## config.mk

```make
export PLATFORM = sky130hd
export DESIGN_NAME = dmem_lsu
export DESIGN_NICKNAME = d
export VERILOG_FILES = /design/src/rtl/dmem_pkg.sv /design/src/rtl/dmem_bank.sv /design/src/rtl/dmem_lsu.sv
export SDC_FILE = /design/constraint.sdc
export NUM_CORES = 2
export LEC_CHECK = 0
export CAP_MARGIN = 20
export CORE_UTILIZATION = 35
export DETAILED_ROUTE_END_ITERATION = 8
export GPL_TIMING_DRIVEN = 0
export MAX_ROUTING_LAYER = met4
export SYNTH_ARGS = -nofsm -noshare
export SYNTH_HDL_FRONTEND = slang
export SYNTH_SLANG_ARGS = --single-unit
```

## constraint.sdc

```tcl
create_clock -name clk -period 17.1 [get_ports clk]
set_input_delay 2.565 -clock clk [delete_from_list [all_inputs] [get_ports clk]]
set_output_delay 2.565 -clock clk [all_outputs]
set_load 0.01 [all_outputs]
```

## src/rtl/dmem_pkg.sv

```systemverilog
// Shared types and helpers for the data-memory load/store unit.
// Funct3 decode, FSM states, size and lane-mask helpers.
package dmem_pkg;

  typedef enum logic [2:0] {
    F3_B  = 3'b000,
    F3_H  = 3'b001,
    F3_W  = 3'b010,
    F3_D  = 3'b011,
    F3_BU = 3'b100,
    F3_HU = 3'b101,
    F3_WU = 3'b110
  } funct3_e;

  typedef enum logic [1:0] {
    IDLE,
    BEAT1,
    RESP
  } state_t;

  function automatic logic [3:0] size_bytes(
    input logic [2:0] f3
  );
    return 4'd1 << f3[1:0];
  endfunction

  // Mask spans two words so a split access can take its upper half.
  function automatic logic [15:0] lane_mask(
    input logic [2:0] f3,
    input logic [2:0] off
  );
    return ((16'd1 << size_bytes(f3)) - 16'd1) << off;
  endfunction

  function automatic logic is_illegal(
    input logic [2:0] f3,
    input logic       we,
    input logic       dw64
  );
    return (f3 == 3'b111)
        || (!dw64 && (f3 == F3_D || f3 == F3_WU))
        || (we && f3[2]);
  endfunction

endpackage

```

## src/rtl/dmem_bank.sv

```systemverilog
// Byte-lane word storage with registered read.
// One access per cycle; per-lane write enables.
module dmem_bank #(
  parameter int DATA_W = 32,
  parameter int IW     = 7
) (
  input  logic                clk,
  input  logic                en_i,
  input  logic [DATA_W/8-1:0] we_i,
  input  logic [IW-1:0]       idx_i,
  input  logic [DATA_W-1:0]   wdata_i,
  output logic [DATA_W-1:0]   rdata_o
);

  localparam int NL = DATA_W / 8;

  logic [DATA_W-1:0] mem [2**IW];
  logic [DATA_W-1:0] rdata_q;

  always_ff @(posedge clk) begin
    if (en_i) begin
      for (int i = 0; i < NL; i++) begin
        if (we_i[i]) begin
          mem[idx_i][i*8 +: 8] <= wdata_i[i*8 +: 8];
        end
      end
      rdata_q <= mem[idx_i];
    end
  end

  assign rdata_o = rdata_q;

endmodule

```

## src/rtl/dmem_lsu.sv

```systemverilog
// Handshaked data memory with load/store unit.
// Lane steering, extension and two-beat misaligned split.
module dmem_lsu
  import dmem_pkg::*;
#(
  parameter int ADDR_W      = 9,
  parameter int DATA_W      = 32,
  parameter int MISALIGN_EN = 1
) (
  input  logic              clk,
  input  logic              rst_n,
  input  logic              req_valid,
  output logic              req_ready,
  input  logic              req_we,
  input  logic [2:0]        req_funct3,
  input  logic [ADDR_W-1:0] req_addr,
  input  logic [DATA_W-1:0] req_wdata,
  output logic              resp_valid,
  input  logic              resp_ready,
  output logic [DATA_W-1:0] resp_rdata,
  output logic              resp_err
);

  localparam int NL = DATA_W / 8;
  localparam int L  = $clog2(NL);
  localparam int IW = ADDR_W - L;

  state_t            state_q;
  logic [2:0]        f3_q;
  logic              we_q, err_q, split_q, valid_q;
  logic [L-1:0]      off_q;
  logic [IW-1:0]     idx_q;
  logic [NL-1:0]     hmask_q;
  logic [DATA_W-1:0] hdata_q, beat0_q;

  logic [L-1:0]        off;
  logic [IW-1:0]       idx0;
  logic                illegal, mis, err_now, split, go, beat1;
  logic [2*NL-1:0]     mask2;
  logic [2*DATA_W-1:0] wide, cat;
  logic                bank_en;
  logic [NL-1:0]       bank_we;
  logic [IW-1:0]       bank_idx;
  logic [DATA_W-1:0]   bank_wd, bank_rd;
  logic [DATA_W-1:0]   raw, smask, top, ext;
  logic [6:0]          nbits;
  logic                neg;

  assign off     = req_addr[L-1:0];
  assign idx0    = req_addr[ADDR_W-1:L];
  assign illegal = is_illegal(req_funct3, req_we, DATA_W == 64);
  assign mis     = (5'(off) + 5'(size_bytes(req_funct3))) > 5'(NL);
  assign err_now = illegal || (mis && MISALIGN_EN == 0);
  assign split   = mis && !illegal;
  assign mask2   = (2*NL)'(lane_mask(req_funct3, 3'(off)));
  assign wide    = {{DATA_W{1'b0}}, req_wdata} << {off, 3'b000};

  // Gate with rst_n so a reset edge aborts a pending second beat.
  assign go    = (state_q == IDLE) && req_valid && !err_now && rst_n;
  assign beat1 = (state_q == BEAT1) && rst_n;

  assign bank_en  = go || beat1;
  assign bank_idx = beat1 ? idx_q : idx0;
  assign bank_wd  = beat1 ? hdata_q : wide[DATA_W-1:0];
  assign bank_we  = beat1 ? (we_q ? hmask_q : '0)
                          : (req_we ? mask2[NL-1:0] : '0);

  dmem_bank #(
    .DATA_W (DATA_W),
    .IW     (IW)
  ) u_bank (
    .clk     (clk),
    .en_i    (bank_en),
    .we_i    (bank_we),
    .idx_i   (bank_idx),
    .wdata_i (bank_wd),
    .rdata_o (bank_rd)
  );

  always_ff @(posedge clk) begin
    if (!rst_n) begin
      state_q <= IDLE;
      valid_q <= 1'b0;
      err_q   <= 1'b0;
    end else begin
      unique case (state_q)
        IDLE: if (req_valid) begin
          f3_q    <= req_funct3;
          we_q    <= req_we;
          off_q   <= off;
          idx_q   <= idx0 + IW'(1);
          hmask_q <= mask2[2*NL-1:NL];
          hdata_q <= wide[2*DATA_W-1:DATA_W];
          err_q   <= err_now;
          split_q <= split;
          if (!err_now && split) begin
            state_q <= BEAT1;
          end else begin
            state_q <= RESP;
            valid_q <= 1'b1;
          end
        end
        BEAT1: begin
          beat0_q <= bank_rd;
          state_q <= RESP;
          valid_q <= 1'b1;
        end
        RESP: if (resp_ready) begin
          state_q <= IDLE;
          valid_q <= 1'b0;
        end
        default: state_q <= IDLE;
      endcase
    end
  end

  assign cat = split_q ? {bank_rd, beat0_q}
                       : {{DATA_W{1'b0}}, bank_rd};
  assign raw   = DATA_W'(cat >> {off_q, 3'b000});
  assign nbits = {size_bytes(f3_q), 3'b000};
  assign smask = ~({DATA_W{1'b1}} << nbits);
  assign top   = smask & ~(smask >> 1);
  assign neg   = !f3_q[2] && |(raw & top);
  assign ext   = neg ? (raw | ~smask) : (raw & smask);

  assign req_ready  = (state_q == IDLE);
  assign resp_valid = valid_q;
  assign resp_err   = valid_q && err_q;
  assign resp_rdata = (valid_q && !err_q && !we_q) ? ext : '0;

endmodule
```

==> run_results.csv <==
group,metric,value,unit
worst_setup_path,slowest_stage,"buf_2",
floorplan,coreArea,442000,um^2
power,p_per_area,120,nW/um^2
clock_network,h-tree-depth,5,
placed_design,place.gp.congestion,1.03,
sta,timing.slew.headroom,5.83,%
final_layout,final_util,41.3,%
clock_network,cts_hold_buf,0,
worst_setup_path,critPathArrivalTime,9.46,ns
global_routing,grt_usage,24.6,%
routing,drt_iter0_drc,15758,
clock_network,cts.reportedPaths.clkPinSlew,0.06,ns
routing,postRouteAntennaNets,0,
clock_network,cts_buffers,416,
floorplan,fp.dieArea,448000,um^2
yosys,synth_fp_nets,8785,
worst_setup_path,crit_required,17.86,ns
yosys,synth_area_leader_cell,"edfxtp_1",
global_routing,overflow,0,
worst_setup_path,crit_top_cell,"buf_2",
sta,setup_violations,0,
final_layout,fill_cells,38688,
worst_setup_path,start_kind,"input pin",
yosys,syn_avg_cell_area,17.8,um^2
routing,post_drt_via_cell_ratio,6.01,
yosys,synth_warnings,0,
sta,tightest_slew,1.39,ns
clock_network,post_cts_resized,0,
final_layout,area_delta_synth_final,17.4,%
worst_setup_path,cpPeakStageDelay,0.90,ns
yosys,synthFlopType,"edfxtp_1",
yosys,yosysUniqueCellTypes,58,
routing,wl_per_cell,34.8,um
sta,report.final.slew_viol_count,0,
routing,drt-pass1-iter-count,9,
worst_setup_path,r2r_setup_slack,10.49,ns
placed_design,io_buffers,83,
routing,drcViolationCount,0,
power,ir_drop,0.0889,mV
routing,vias,95097,
floorplan,rows,244,
worst_setup_path,cp_top_family,"buffers and inverters",
routing,wl,551000,um
sta,fin_crit,8.70,ns
power,p_leak,55.5,nW
worst_setup_path,cp-end-kind,"flop",
sta,tns,0,ns
sta,max_freq,115,MHz
flow_run,maxCapViolCount,0,
sta,whs,0.498,ns
worst_setup_path,critical_path_class,"in2reg",
floorplan,boundaryPins,84,
floorplan,die_w,669,um
placed_design,dpl.hpwl,406000,um
sta,skew,0.0807,ns
yosys,yosysTopAreaCellShare,81.0,%
sta,hold_viol,0,
worst_setup_path,crit_buf_inv,8,
clock_network,cts.sinks,4206,
floorplan,die_y,669,um
clock_network,worstSkewPairLatency,1.02,ns
final_layout,fin_nets,9564,
yosys,synth_edf_count,4202,
global_routing,antenna_found_initial,66,
clock_network,postCtsSetupRepairBufs,0,
global_routing,grt_pass1_vias,90398,
final_layout,drive_above_1_share,11.6,%
yosys,yosys-top-cells-area,"edfxtp_1 (81%), a22oi_1 (5.7%), a22o_1 (2.4%), a221oi_1 (2.3%), a31oi_1 (1.7%)",
yosys,synth-seq-cells,4206,
clock_network,cts_tree,"built",
yosys,yosysMostFrequentCell,"edfxtp_1",
yosys,syn_inst,8732,
yosys,ys_seq_area_share,81.1,%
worst_hold_path,min_path_type,"reg2reg",
outcome,status,"completed",
clock_network,cts.root.buffer_cell,"clkbuf_16",
yosys,synthArstFlopShare,0,%
global_routing,grt_max_degree,81,
worst_setup_path,cp_max_fo,10,
yosys,synth_common_cells,"edfxtp_1 (4202), a22oi_1 (1188), nor2_1 (621), clkbuf_1 (520), a31oi_1 (431)",
yosys,syn-cell-area,156000,um^2
global_routing,grt_first_pass_wirelength,740000,um
floorplan,initial_core_util,35.2,%
clock_network,clock_path_buffers,4,
sta,rsz0062_at_grt,"no",
sta,fin_crit_sh,50.9,%
worst_setup_path,crit_chain,"clkdlybuf4s50_1 > buf_2 > nand3_1 > mux2i_1 > buf_2 > clkbuf_1 > buf_8 > clkbuf_2 > clkbuf_1 > a22oi_1 > a31oi_1 > o41ai_1 > buf_2 > nand4_1",
-- flip-flops by register name (all words and copies together), names as in the netlist --
name            count
beat0_q            32
state_q             2
hmask_q             4
u_bank.mem       4096
off_q               2
u_bank.rdata_o     32
f3_q                3
idx_q               7
split_q             1
hdata_q            24
we_q                1
err_q               1
resp_valid          1
-- report_power, final --
part           internal [W]  switching, W
Sequential           0.0115    0.00000922
Combinational      0.000343       0.00102
Clock               0.00517       0.00396
-- worst paths after layout --
| check | startpoint | end | cells past startpoint |
|---|---|---|---|
| max | req_addr[2] | u_bank.rdata_o[0] | 14 |
| min | u_bank.rdata_o[11] | beat0_q[11] | 0 |
| max reg2reg | idx_q[0] | u_bank.rdata_o[0] | 13 |
| min reg2reg | u_bank.rdata_o[11] | beat0_q[11] | 0 |
-- metrics by stage --
stage	cells	power (W)	instance area, um^2	worst slack [ns]
4_1_cts	15744	0.0219	182000	8.69
2_1_floorplan	8732	0.0122	156000	7.05
3_3_place_gp	14719	0.0129	164000	-4.93
6_report	15828	0.0220	183000	8.40
5_1_grt	15797	0.0224	183000	8.57
3_5_place_dp	14979	0.0130	169000	7.66
-- placed cells by master (no fill, tap or decap), drive strengths merged, types with 194 or more instances in the layout --
cell type	instances
edfxtp	4202
a22oi	1188
clkbuf	1020
nor2	621
a31oi	431
a22o	425
a221oi	418
buf	394
nand2	200
clkinv	194
-- logic make-up (layout without fill, tap and decap cells) --
logic type	after synthesis	after routing	synth area share [%]
AO/OA/AOI/OAI	2802	2802	13.9
flip-flops	4206	4206	81.1
buffers and inverters	654	1780	1.63
XOR/XNOR	5	5	0.0281
AND/OR/NAND/NOR	934	934	2.43
adder cells (fa/ha/maj)	4	4	0.0370
multiplexers	127	127	0.923
other	0	66	0
-- final cells by class --
type	instances	area, um^2	area share, %
inverters	16	60.1	0.0329
clock buffers	498	10900	5.94
flip-flops and latches	4206	126000	69.1
multi-input cells	3872	27900	15.3
clock inverters	267	2610	1.43
well taps	5904	7390	4.04
repair buffers	361	5000	2.74
plain buffers	638	2530	1.38
diodes	66	165	0.0904
-- layer usage --
metal	up-vias	part of all wire (%)	global-route usage, %
li1	38532	-	-
met1	48875	37	30.7
met2	6520	45	36.5
met3	1170	12	7.09
met4	0	5.9	12.5
met5	-	0	-
No activity file was read; power rests on OpenSTA's default activity.
